$ cat src/rtl/debounce_fsm.sv
// Switch debouncer: synchronizes noisy_in, qualifies each level change against an external timer,
// and emits one-cycle edge pulses. Define DEBOUNCE_GLITCH_CNT_EN to add a saturating abort counter.
module debounce_fsm #(
  parameter int SYNC_STAGES = 2,
  parameter bit INIT_LEVEL  = 1'b0
) (
  input  logic       clk,
  input  logic       rst_n,
  input  logic       noisy_in,
  input  logic       timer_done,
  output logic       timer_en,
  output logic       debounced_out,
  output logic       rise_pulse,
  output logic       fall_pulse,
  output logic [7:0] glitch_cnt
);

  typedef enum logic [1:0] {
    STABLE_LO = 2'd0,
    WAIT_HI   = 2'd1,
    STABLE_HI = 2'd2,
    WAIT_LO   = 2'd3
  } state_t;

  localparam state_t RESET_STATE = INIT_LEVEL ? STABLE_HI : STABLE_LO;

  function automatic logic is_wait(input state_t s);
    return (s == WAIT_HI) || (s == WAIT_LO);
  endfunction

  logic [SYNC_STAGES-1:0] sync_p;
  logic                   sync_in;
  state_t                 state;
  state_t                 state_nxt;
  logic                   armed;
  logic                   qual_done;

  // synchronizer stage boundary: only the last flop feeds the FSM
  always_ff @(posedge clk) begin
    if (!rst_n) sync_p <= {SYNC_STAGES{INIT_LEVEL}};
    else        sync_p <= {sync_p[SYNC_STAGES-2:0], noisy_in};
  end

  assign sync_in = sync_p[SYNC_STAGES-1];

  // armed is clear during the first WAIT cycle, so a done level left over from a previous run is ignored
  assign qual_done = timer_done && armed;

  always_comb begin
    state_nxt = state;
    case (state)
      STABLE_LO: if (sync_in) state_nxt = WAIT_HI;
      WAIT_HI: begin
        if (!sync_in)       state_nxt = STABLE_LO;
        else if (qual_done) state_nxt = STABLE_HI;
      end
      STABLE_HI: if (!sync_in) state_nxt = WAIT_LO;
      WAIT_LO: begin
        if (sync_in)        state_nxt = STABLE_HI;
        else if (qual_done) state_nxt = STABLE_LO;
      end
      default: state_nxt = RESET_STATE;
    endcase
  end

  always_ff @(posedge clk) begin
    if (!rst_n) state <= RESET_STATE;
    else        state <= state_nxt;
  end

  // output stage boundary: every output is registered from the next state
  always_ff @(posedge clk) begin
    if (!rst_n) begin
      armed         <= 1'b0;
      timer_en      <= 1'b0;
      debounced_out <= INIT_LEVEL;
      rise_pulse    <= 1'b0;
      fall_pulse    <= 1'b0;
    end else begin
      armed         <= is_wait(state) && (state_nxt == state);
      timer_en      <= is_wait(state_nxt);
      debounced_out <= (state_nxt == STABLE_HI) || (state_nxt == WAIT_LO);
      rise_pulse    <= (state == WAIT_HI) && (state_nxt == STABLE_HI);
      fall_pulse    <= (state == WAIT_LO) && (state_nxt == STABLE_LO);
    end
  end

`ifdef DEBOUNCE_GLITCH_CNT_EN
  function automatic logic [7:0] sat_inc(input logic [7:0] v);
    return (v == 8'hFF) ? v : v + 8'd1;
  endfunction

  logic       abort;
  logic [7:0] glitch_q;

  assign abort = ((state == WAIT_HI) && !sync_in) || ((state == WAIT_LO) && sync_in);

  always_ff @(posedge clk) begin
    if (!rst_n)     glitch_q <= 8'd0;
    else if (abort) glitch_q <= sat_inc(glitch_q);
  end

  assign glitch_cnt = glitch_q;
`else
  assign glitch_cnt = 8'd0;
`endif

endmodule

$ cat config.mk
export PLATFORM = sky130hd
export DESIGN_NAME = debounce_fsm
export DESIGN_NICKNAME = d
export VERILOG_FILES = /design/src/rtl/debounce_fsm.sv
export SDC_FILE = /design/constraint.sdc
export NUM_CORES = 1
export LEC_CHECK = 0
export ABC_AREA = 0
export CAP_MARGIN = 20
export CORE_AREA = 2 2 39 41
export CTS_BUF_LIST = sky130_fd_sc_hd__clkbuf_4 sky130_fd_sc_hd__clkbuf_8
export CTS_CLUSTER_SIZE = 28
export DETAILED_ROUTE_END_ITERATION = 10
export DIE_AREA = 0 0 41 43
export HOLD_SLACK_MARGIN = 0.08
export PLACE_DENSITY = 0.67
export SYNTH_ARGS = -nofsm -noshare
export SYNTH_HDL_FRONTEND = slang
export SYNTH_SLANG_ARGS = --single-unit
$ cat constraint.sdc
create_clock -name clk -period 0.85 [get_ports clk]
set_input_delay 0.17 -clock clk [delete_from_list [all_inputs] [get_ports clk]]
set_output_delay 0.17 -clock clk [all_outputs]
set_load 0.03 [all_outputs]
==> results by group, run 1 <==
Outcome
  – Status: finished, violations left
  – Failing checks: setup timing

Final layout
  – Leading cell types in the layout, fill and taps excluded: conb_1, dfxtp_1, clkbuf_4, buf_6
  – Most common cell after layout, fill and taps aside: conb_1
  – Final Cell Area: 450 sq um
  – Layout cells sized above 1: 38.6%
  – Fin nets: 49
  – Final Util: 32.5%
  – Area Overhead vs Synth: 39.0%
  – Inserted Diodes: 0

Power and ir drop
  – Pwr Total: 0.805 mW
  – Combinational power share: 10.3%
  – Leakage: 0.208 nW
  – Switching Fraction: 23.7%
  – Peak supply drop: 0.801 mV
  – Sw power: 0.191 mW
  – Sequential Power Share: 47.5%
  – Pwr Density: 1790 mW/mm^2
  – Pint: 0.614 mW
  – Clk pwr share: 42.2%

STA
  – RSZ-0062 raised after global routing: true
  – Setup Skew: 0.00698 ns
  – Worst hold margin: 0.208 ns
  – Worst setup margin: -0.0500 ns
  – Final Hold Vio Count: 0
  – Final slew viol count: 0
  – Minimum clock period: 0.900 ns
  – Setup violations, final: 5
  – Tcrit/Tclk final: 106%
  – FMAX: 1.11 GHz

Worst setup path
  – Max incr delay on CP: 0.35 ns
  – Data arrival, critical path: 0.73 ns
  – R2r setup slk: -0.01 ns
  – Crit Path Max Fanout: 3
  – Worst R2R Start: timer_en$_SDFF_PN0_
  – Reg2Reg Depth: 2
  – CP top delay family: flip-flops
  – CP Buf/Inv Count: 1
  – Worst r2r dst: timer_en$_SDFF_PN0_
  – WP data required: 0.68 ns
  – Critical path launch point type: flip-flop
  – CP Capture Type: primary output
  – Crit-path slowest cell: dfxtp_4
  – Kind of critical path: flip-flop to primary output
  – Crit-path cells: buf_6

Synth
  – Syn Area/Cell: 10.5 sq um
  – Seq/Total Area, Yosys: 49.4%
  – YS warnings: 0
  – Synthesized instance count: 31
  – Flops & latches, synth: 8
  – Library cells used by synthesis: 12
  – Mapped Area: 324 sq um

Clock tree
  – CTS Sinks: 8
  – Worst-Skew Late Latency: 0.25 ns
  – H-tree Lvls: 1
  – CTS Buffer Depth: 2
  – Clock tree root buffer cell: clkbuf_4
  – CTS tree: done
  – Clock transition at the registers of the reported paths: 0.06 ns
  – TritonCTS Buffers: 3

Hold path
  – Hold endpoint: sync_p[0]$_SDFF_PN0_
  – Hold-critical path depth: 2
  – Critical hold path startpoint: rst_n
  – Worst Hold Class: input port to flip-flop

Route
  – Drt first pass iters: 1
  – DRC viols: 0
  – Vias/cell: 3.68
  – ANT nets after route: 0
  – Routed wire length per instance: 7.25 microns
  – Iteration-0 DRC Markers: 0
  – Final wirelength: 435 microns
  – Via count: 221

Floorplan
  – Total core area: 0.00138 sq mm
  – Initial Util: 23.4%
  – Io pins: 16
  – Die H: 43 microns
  – Die outline area: 0.00176 sq mm
  – Number of core rows: 14
  – Die width: 41 microns

Global route
  – GRT Resource Usage Total: 5.93%
  – Global-route wire length before repair: 648 microns
  – Largest net degree at the start of global routing: 6
  – Vias in the first global route: 186
  – Gr ovfl total: 0
  – Initial antenna violation count: 0

Placement
  – Dpl ws: -0.324 ns
  – Area after DPL: 393 sq um
  – Port buffer count: 7
  – Gpl congestion: 0.728
  – Post-DP HPWL: 339 microns

Job
  – # Max-Cap Violations: 0
synth_stat cells:
cell type	count	area [sq um]
and2_1	2	12.5
and3_2	1	7.51
and3b_2	1	10.0
and4_1	1	8.76
buf_4	8	60.1
conb_1	1	3.75
dfxtp_1	8	160
mux2i_1	2	20.0
nand2_1	3	11.3
nand4_1	1	6.26
nor3b_1	2	15.0
xor2_1	1	8.76
flip-flops by register name, indices dropped and copies added (netlist names):
signal         count
rise_pulse         1
fall_pulse         1
timer_en           1
debounced_out      1
sync_p             2
armed              1
state              1
power by group through the flow:
stage	logic, mW	registers, mW	clock network (mW)
2_1_floorplan	0.0806	0.392	0
3_3_place_gp	0.0816	0.391	0
3_5_place_dp	0.0820	0.391	0
4_1_cts	0.0832	0.382	0.349
5_1_grt	0.0890	0.383	0.368
6_report	0.0831	0.382	0.339
per-layer routing:
layer  track usage, %  share of wire (%)  vias to the layer above
met5                0                  0                        -
met4             6.00                  0                        0
met3             3.14                 11                        0
met2             6.88                 43                       10
met1             7.10                 46                       97
li1                 -                  -                      114
cell families (layout without fill, tap and decap cells):
kind of cell	Yosys count	in the layout	share of synthesized area (%)
XOR/XNOR	1	1	2.70
flip-flops	8	8	49.4
other	1	8	1.16
multiplexers	2	2	6.18
AND/OR/NAND/NOR	11	11	22.0
buffers and inverters	8	14	18.5
per-stage QoR:
stage               cells  TNS (ns)
floorplan              38   -0.0504
global placement       55     -1.86
detailed placement     55     -1.90
CTS                    60    -0.113
global route           60    -0.306
finish                 60   -0.0697
final cells by class:
class / count / area [sq um]
Multi-Input combinational cell: 22 / 134
Fill cell: 143 / 933
Tap cell: 16 / 20.0
Sequential cell: 8 / 168
Timing Repair Buffer: 10 / 98.8
Clock buffer: 4 / 30.0
how the worst max path moves through the flow:
stage                        start                  end  depth (start not counted)
2_1_floorplan  timer_en$_SDFF_PN0_  timer_en$_SDFF_PN0_                          2
3_3_place_gp            timer_done  timer_en$_SDFF_PN0_                          3
3_5_place_dp            timer_done  timer_en$_SDFF_PN0_                          3
4_1_cts        timer_en$_SDFF_PN0_             timer_en                          1
5_1_grt        timer_en$_SDFF_PN0_             timer_en                          1
6_report       timer_en$_SDFF_PN0_             timer_en                          1
repair_timing:
action / CTS / global route
buffers inserted: 1 / 0
gates resized for setup: 8 / 1
setup endpoints to repair: 8 / 9
pin swaps: 1 / 0
hold buffers: 0 / 0
(Power assumes the default switching activity.)
==> inputs of run 2 (changes only) <==
- RECOVER_POWER: not set -> 50
==> run 2 against run 1 <==
Highest routed layer unchanged; power hardly changed; sequential share of layout area stayed put; via count stayed put; the flow still finishes with violations (setup timing); clock power hardly changed; worst hold slack better by 0.00088 ns; maximum frequency hardly changed; clock skew hardly changed; global-route usage stayed put; utilization stayed put.
==> results by group, run 2 (same netlist as run 1, synthesis figures left out) <==
Outcome
  – Status: finished, violations left (unchanged)
  – Failing checks: setup timing (unchanged)

Final layout
  – Leading cell types in the layout, fill and taps excluded: conb_1, dfxtp_1, clkbuf_4, buf_6 (unchanged)
  – Max FFs per register: 2 (unchanged)
  – Reg with most FFs: sync_p (unchanged)
  – Most common cell after layout, fill and taps aside: conb_1 (unchanged)
  – Finished Layout Cells: 60 (unchanged)
  – Inserted Diodes: 0 (unchanged)
  – Fin nets: 49 (unchanged)
  – Sequential cell area: 168 sq um (unchanged)
  – Area of the multi-input gates: 134 sq um (unchanged)
  – Layout cells sized above 1: 38.6% (unchanged)
  – Layout fillers: 143 (unchanged)
  – Area Overhead vs Synth: 39.0% (unchanged)

Power and ir drop
  – Pint: 0.613 mW (was 0.614 mW)
  – Pwr Density: 1790 mW/mm^2 (about the same)
  – Leakage: 0.207 nW (was 0.208 nW)
  – Peak supply drop: 0.801 mV (about the same)
  – Clk pwr share: 42.2% (about the same)
  – Sequential Power Share: 47.5% (about the same)
  – Sw power: 0.191 mW (about the same)
  – Switching Fraction: 23.8% (was 23.7%)
  – Combinational power share: 10.3% (about the same)

Placement
  – Placed Cells: 55 (unchanged)
  – Gpl congestion: 0.728 (unchanged)
  – Port buffer count: 7 (unchanged)
  – Dpl ws: -0.324 ns (unchanged)
  – Post-DP HPWL: 339 microns (unchanged)

Clock tree
  – CTS Sinks: 8 (unchanged)
  – CTS Buffer Depth: 2 (unchanged)
  – TritonCTS Buffers: 3 (unchanged)
  – H-tree Lvls: 1 (unchanged)
  – Worst-Skew Late Latency: 0.25 ns (about the same)
  – Clock tree root buffer cell: clkbuf_4 (unchanged)
  – Clock transition at the registers of the reported paths: 0.06 ns (about the same)
  – CTS tree: done (unchanged)

Worst setup path
  – Max incr delay on CP: 0.35 ns (about the same)
  – Critical path launch point type: flip-flop (unchanged)
  – Worst r2r dst: timer_en$_SDFF_PN0_ (unchanged)
  – Crit-path slowest cell: dfxtp_4 (unchanged)
  – Worst R2R Start: timer_en$_SDFF_PN0_ (unchanged)
  – R2r setup slk: -0.01 ns (about the same)
  – WP data required: 0.68 ns (about the same)
  – Reg2Reg Depth: 2 (unchanged)
  – Data arrival, critical path: 0.73 ns (about the same)
  – Kind of critical path: flip-flop to primary output (unchanged)
  – Crit Path Max Fanout: 3 (unchanged)
  – CP Buf/Inv Count: 1 (unchanged)
  – Crit-path cells: buf_6 (unchanged)
  – CP Capture Type: primary output (unchanged)
  – Critical path origin: timer_en$_SDFF_PN0_ (unchanged)
  – CP top delay family: flip-flops (unchanged)

STA
  – Minimum clock period: 0.900 ns (about the same)
  – Final Hold Vio Count: 0 (unchanged)
  – Setup violations, final: 5 (unchanged)
  – FMAX: 1.11 GHz (about the same)
  – Final slew viol count: 0 (unchanged)
  – Setup TNS: -0.0696 ns (was -0.0697 ns)
  – Tcrit/Tclk final: 106% (about the same)
  – Worst hold margin: 0.208 ns (about the same)
  – Worst setup margin: -0.0499 ns (was -0.0500 ns)
  – RSZ-0062 raised after global routing: true (unchanged)
  – Setup Skew: 0.00698 ns (about the same)

Global route
  – Vias in the first global route: 186 (unchanged)
  – Initial antenna violation count: 0 (unchanged)
  – Largest net degree at the start of global routing: 6 (unchanged)
  – Gr ovfl total: 0 (unchanged)
  – GRT Resource Usage Total: 5.93% (unchanged)
  – Global-route wire length before repair: 648 microns (unchanged)

Route
  – DRC viols: 0 (unchanged)
  – Final wirelength: 434 microns (was 435 microns)
  – Vias/cell: 3.68 (unchanged)
  – Drt first pass iters: 1 (unchanged)
  – Via count: 221 (unchanged)
  – Routed wire length per instance: 7.23 microns (was 7.25 microns)
  – ANT nets after route: 0 (unchanged)
  – Iteration-0 DRC Markers: 0 (unchanged)

Floorplan
  – Die outline area: 0.00176 sq mm (unchanged)
  – Initial Util: 23.4% (unchanged)
  – Total core area: 0.00138 sq mm (unchanged)
  – Die width: 41 microns (unchanged)
  – Die H: 43 microns (unchanged)
  – Io pins: 16 (unchanged)
  – Number of core rows: 14 (unchanged)

Hold path
  – Critical hold path startpoint: rst_n (unchanged)
  – Hold-critical path depth: 2 (unchanged)
  – Worst Hold Class: input port to flip-flop (unchanged)
  – Hold endpoint: sync_p[0]$_SDFF_PN0_ (unchanged)

Job
  – # Max-Cap Violations: 0 (unchanged)
## run 2: cell types whose count changed in the layout (fill, tap and decap cells not counted)
cell,delta
and2_0,+1
and2_1,-1
## run 2: cell type report
cell class,count,share of cell area [%]
Multi-Input combinational cell,22,29.7
Timing Repair Buffer,10,21.9
Clock buffer,4,6.67
Tap cell,16,4.44
Sequential cell,8,37.2
## run 2: worst max path at each step
stage               cells past startpoint             endpoint  slack [ns]
floorplan                               2  timer_en$_SDFF_PN0_       -0.05
global placement                        3  timer_en$_SDFF_PN0_       -0.33
detailed placement                      3  timer_en$_SDFF_PN0_       -0.32
CTS                                     1             timer_en       -0.06
global route                            1             timer_en       -0.07
finish                                  1             timer_en       -0.05
## run 2: worst reg2reg max path: cells and delay by family (launching register included)
kind,cells,cell delay (ns)
flip-flops,1,0.35
AND/OR/NAND/NOR,2,0.40
## run 2: metal layers
layer | track usage, % | vias to the layer above | wire, microns
met4 | 6.00 | 0 | 0
met2 | 6.88 | 10 | 186
met1 | 7.10 | 97 | 201
met5 | 0 | - | 0
li1 | - | 114 | -
met3 | 3.14 | 0 | 46
## run 2: power groups by stage
stage                     Sequential (mW)  Clock [mW]  Combinational, mW
final                               0.382       0.339             0.0829
after global routing                0.383       0.368             0.0888
after CTS                           0.382       0.349             0.0832
after detailed placement            0.391           0             0.0820
after global placement              0.391           0             0.0816
after floorplan                     0.392           0             0.0806
## run 2: metrics by stage
step	util [%]	power, mW	area, sq um
2_1_floorplan	-	0.473	358
4_1_cts	32.4	0.815	448
5_1_grt	32.5	0.840	450
3_3_place_gp	28.4	0.472	393
3_5_place_dp	28.4	0.473	393
6_report	32.5	0.805	450
## run 2: what timing repair did
action	4_1_cts	5_1_grt
gates cloned	0	0
resized for setup	8	1
setup endpoints to repair	8	9
buffers inserted	1	0
hold endpoints to repair	0	0
hold buffers	0	0
pin swaps	1	0
==> inputs of run 3 (changes only) <==
- CAP_MARGIN: 20 -> 30
- SLEW_MARGIN: not set -> 30
==> results of run 3 <==
Same layout as run 2: the final DEF is identical, and so are final timing and power.
==> edit 1 (settings of run 2) <==
Change the parameter `SYNC_STAGES` from 2 to 4.
--- a/src/rtl/debounce_fsm.sv
+++ b/src/rtl/debounce_fsm.sv
@@ -2,5 +2,5 @@
 // and emits one-cycle edge pulses. Define DEBOUNCE_GLITCH_CNT_EN to add a saturating abort counter.
 module debounce_fsm #(
-  parameter int SYNC_STAGES = 2,
+  parameter int SYNC_STAGES = 4,
   parameter bit INIT_LEVEL  = 1'b0
 ) (
Function: changed (a bounded check fails within 4 cycles, from zero or initial values and one cycle with rst_n low).
==> edit 1 against run 2 <==
  * The run still ends with negative setup slack left
  * Clock power grew 22%
  * Synthesized area increased by 17%
  * Register-to-register slack better by 50 ps
  * Critical path depth did not move
  * Clock skew is 2.4 ps lower
  * Power increased by 20%
  * Final area increased by 19%
  * Count of clock-buffer cells in the layout unchanged
  * Sequential share of layout area rose by 1.8 points
  * Utilization grew 6.3 points
  * Setup slack lost 16 ps
  * Wire length rose by 13%
  * Sequential cell count is 2 higher
  * Critical path type unchanged
  * Critical endpoint unchanged
  * Highest routed layer is now met4
==> edit 1: results (changes against run 2) <==
[placement]
dpl.cell_count=60  ; was 55
pre_cts_ws_ps=-295.6  ; was -323.8 ps
place.gp.congestion=0.5684  ; was 0.7278
hpwl_um=388.7  ; was 338.7 um
placed_area_sq_um=455.4  ; was 392.9 sq um

[layout]
nNetsFinal=54  ; was 49
layout-drive-gt1-share_pct=55.10  ; was 38.64%
reg_top3=sync_p (4), state (2)

[grt]
track_usage_pct=7.056  ; was 5.930%
grt_pass1_wl_um=759  ; was 648 um
antenna_found_initial=0  ; unchanged
grt_max_degree=9  ; was 6
grt_pass1_vias=194  ; was 186

[critical_path]
r2r-end=armed$_SDFF_PN0_  ; was timer_en$_SDFF_PN0_
crit_start=state[0]$_SDFF_PN0_  ; was timer_en$_SDFF_PN0_
reg2reg_setup_slack_ps=40  ; was -10 ps
cp_max_fo=4  ; was 3
rr_startpoint=state[1]$_SDFF_PN0_  ; was timer_en$_SDFF_PN0_
cpPeakStageDelay_ps=350  ; about the same
worstPathArrival_ps=750  ; was 730 ps

[power_and_ir_drop]
clk-power_mw=0.415  ; was 0.339 mW
ir_drop_v=0.0007220  ; was 0.0008007 V
p_sw_share_pct=22.35  ; was 23.75%
p_int_mw=0.7519  ; was 0.6134 mW
pwr-share-comb_pct=8.1  ; was 10.3%

[yosys]
avgSynthCellArea_sq_um=10.80  ; was 10.45 sq um
ys_top_cells_by_count=dfxtp_1, buf_4, and2_2, nand2_1  ; was buf_4, dfxtp_1, nand2_1
ys_seq_area_share_pct=52.98  ; was 49.42%
synth_ff_type=dfxtp_1  ; unchanged
synth_area_leaders=dfxtp_1, buf_4, and2_2  ; was dfxtp_1, buf_4, mux2i_1

[timing]
fin_tns_setup_ps=-134.5  ; was -69.64 ps
skew_ps=4.608  ; was 6.983 ps
setup_violations=4  ; was 5
setup_slack_ps=-66.38  ; was -49.95 ps

[outcome]
outcome=finished with violations  ; unchanged
violations=negative setup slack  ; unchanged

[drt]
post_drt_wl_per_cell_um=7.538  ; was 7.233 um
vias_per_cell=3.923  ; was 3.683
ant_nets=0  ; unchanged
dr_total_vias=255  ; was 221

[edit 1: cell count changes in the layout (fill, tap and decap cells not counted), moves of 2 or more]
cell,delta
nor3b_1,-2
and2_2,+4
nor3b_2,+2
dfxtp_2,+2
[edit 1: per-layer routing]
layer  GRT usage [%]  up-vias  part of all wire (%)
met5               0        -                     0
met3           7.853        2                    14
met1           6.515      111                    37
met4           4.000        0                   1.6
li1                -      129                     -
met2           9.063       13                    47
[edit 1: cell type report]
type / count / area, sq um
Multi-Input combinational cell: 24 / 170.2
Clock buffer: 4 / 36.28
Tap cell: 16 / 20.02
Fill cell: 135 / 845.8
Sequential cell: 10 / 210.2
Timing Repair Buffer: 11 / 101.3
[edit 1: logic make-up (layout without fill, tap and decap cells)]
kind of cell           count (synthesis)  count (layout)  share of synthesized area (%)
AND/OR/NAND/NOR                       13              13                          22.52
flip-flops                            10              10                          52.98
buffers and inverters                  8              15                          15.89
multiplexers                           2               2                          5.298
other                                  1               8                         0.9924
XOR/XNOR                               1               1                          2.318
[edit 1: timing repair]
action,4_1_cts,5_1_grt
hold buffers,0,0
gates cloned,0,0
pin swaps,0,4
gates resized for setup,10,4
setup buffers,1,0
endpoints found under the setup margin,5,9
[edit 1: worst min path at each step]
stage / from / to / slack, ps / depth (start not counted)
4_1_cts: timer_done / debounced_out$_SDFF_PN0_ / 390 / 3
3_3_place_gp: sync_p[2]$_SDFF_PN0_ / sync_p[3]$_SDFF_PN0_ / 430 / 1
6_report: timer_done / state[1]$_SDFF_PN0_ / 400 / 3
2_1_floorplan: rst_n / sync_p[0]$_SDFF_PN0_ / 310 / 1
5_1_grt: timer_done / state[1]$_SDFF_PN0_ / 390 / 3
3_5_place_dp: sync_p[1]$_SDFF_PN0_ / sync_p[2]$_SDFF_PN0_ / 440 / 1
==> edit 2 (settings of run 2) <==
Without the edit above. Add an input register stage for `noisy_in` and `timer_done`, without a reset; this delays them by one clock.
--- a/src/rtl/debounce_fsm.sv
+++ b/src/rtl/debounce_fsm.sv
@@ -25,4 +25,12 @@
   localparam state_t RESET_STATE = INIT_LEVEL ? STABLE_HI : STABLE_LO;
 
+  logic noisy_q;
+  logic timer_done_q;
+
+  always_ff @(posedge clk) begin
+    noisy_q      <= noisy_in;
+    timer_done_q <= timer_done;
+  end
+
   function automatic logic is_wait(input state_t s);
     return (s == WAIT_HI) || (s == WAIT_LO);
@@ -39,5 +47,5 @@
   always_ff @(posedge clk) begin
     if (!rst_n) sync_p <= {SYNC_STAGES{INIT_LEVEL}};
-    else        sync_p <= {sync_p[SYNC_STAGES-2:0], noisy_in};
+    else        sync_p <= {sync_p[SYNC_STAGES-2:0], noisy_q};
   end
 
@@ -45,5 +53,5 @@
 
   // armed is clear during the first WAIT cycle, so a done level left over from a previous run is ignored
-  assign qual_done = timer_done && armed;
+  assign qual_done = timer_done_q && armed;
 
   always_comb begin
Behaviour: not the same (a bounded check fails within 4 cycles, from zero or initial values and one cycle with rst_n low).
==> edit 2 against run 2 <==
  * Worst hold slack better by 71 ps
  * Sequential cell count grew 2
  * Synthesized cell count up 6.5%
  * The run still ends with negative setup slack left
  * Clock power up 6%
  * Wire length grew 18%
  * Power up 16%
  * Cell count grew 6.7%
  * Count of clock-buffer cells in the layout did not move
  * Synthesized area rose by 11%
  * Setup slack worse by 8.7 ps
  * Final area up 16%
  * Global-route usage grew 1.6 points
==> edit 2: results (changes against run 2) <==
[outcome]
outcome=finished with violations  ; unchanged
violations=negative setup slack  ; unchanged

[timing]
fin_tns_setup_ps=-110.7  ; was -69.64 ps
skew_ps=5.356  ; was 6.983 ps
setup_violations=4  ; was 5
whs_ps=279.1  ; was 208.5 ps
setup_slack_ps=-58.66  ; was -49.95 ps

[drt]
dr_total_vias=236  ; was 221
dr.pass1.iters=2  ; was 1
vias_per_cell=3.688  ; was 3.683
wl_um=512  ; was 434 um
dr.first_iter.drc_count=1  ; was 0

[critical_path]
crit_start=state[0]$_SDFF_PN0_  ; was timer_en$_SDFF_PN0_
cp_top_family=flip-flops  ; unchanged
rr_worst_depth=3  ; was 2
r2r-end=fall_pulse$_SDFF_PN0_  ; was timer_en$_SDFF_PN0_
critPathSlowestCell=dfxtp_4  ; unchanged
worstPathArrival_ps=740
crit_path_end=timer_en  ; unchanged

[power_and_ir_drop]
total_leakage_power_nw=0.2454  ; was 0.2068 nW
ir_drop_v=0.0007948  ; was 0.0008007 V
p_sw_share_pct=22.82  ; was 23.75%

[placement]
dpl.cell_count=58  ; was 55
place.gp.congestion=0.6439  ; was 0.7278
pre_cts_ws_ps=-249.2  ; was -323.8 ps
placed_area_sq_um=436.7  ; was 392.9 sq um
hpwl_um=378  ; was 338.7 um

[min_path]
hold-path-endpoint=rise_pulse$_SDFF_PN0_  ; was sync_p[0]$_SDFF_PN0_
whs_path_depth=3  ; was 2

[yosys]
ys_top_cells_by_count=dfxtp_1, buf_4, nand2_1  ; was buf_4, dfxtp_1, nand2_1
synthXorXnorAreaFrac_pct=2.439  ; was 2.703%
ys_seq_area_share_pct=55.75  ; was 49.42%
synth_area_leaders=dfxtp_1, buf_4, mux2i_1  ; unchanged
postSynthCellCount=33  ; was 31
avgSynthCellArea_sq_um=10.88  ; was 10.45 sq um
yosysWarnings=0  ; unchanged
synth_ff_type=dfxtp_1  ; unchanged
yosys-mux-area-fraction_pct=5.575  ; was 6.178%

[layout]
num-multi-input-gates=22  ; unchanged
bufAreaShareNonClock_pct=22.12  ; was 21.94%
nNetsFinal=53  ; was 49
buffers=12  ; was 10
sh_seq_area_pct=40.14  ; was 37.22%
final-clk-cell-share_pct=5.769  ; was 6.667%
syn_to_final_growth_pct=44.95  ; was 39.00%
n_antenna_cell=0  ; unchanged
layout-drive-gt1-share_pct=43.75  ; was 38.64%
multi_input_comb_area_sq_um=146.4  ; was 133.9 sq um
fill_cells=153  ; was 143

[grt]
grt_pass1_vias=235  ; was 186
grt_pass1_wl_um=869  ; was 648 um
grt_max_degree=7  ; was 6
track_usage_pct=7.553  ; was 5.930%

[clocking]
cts_sinks=10  ; was 8

==> edit 2: repair_timing <==
action / 4_1_cts / 5_1_grt
buffers inserted: 2 / 0
setup endpoints to repair: 4 / 10
resized for setup: 9 / 3
pin swaps: 1 / 1
==> edit 2: per-layer routing <==
| layer | GRT usage, % | vias up | routed length, um |
|---|---|---|---|
| met5 | 0 | - | 0 |
| met4 | 0 | 0 | 0 |
| met3 | 8.377 | 0 | 62 |
| met2 | 10.94 | 11 | 250 |
| met1 | 7.792 | 103 | 199 |
| li1 | - | 122 | - |
==> edit 2: power groups by stage <==
stage | clock network (mW) | logic, mW | registers (mW)
after detailed placement | 0 | 0.0844 | 0.494
final | 0.358 | 0.0883 | 0.484
after CTS | 0.376 | 0.0909 | 0.483
after global placement | 0 | 0.0838 | 0.493
after global routing | 0.397 | 0.0951 | 0.484
after floorplan | 0 | 0.0807 | 0.496
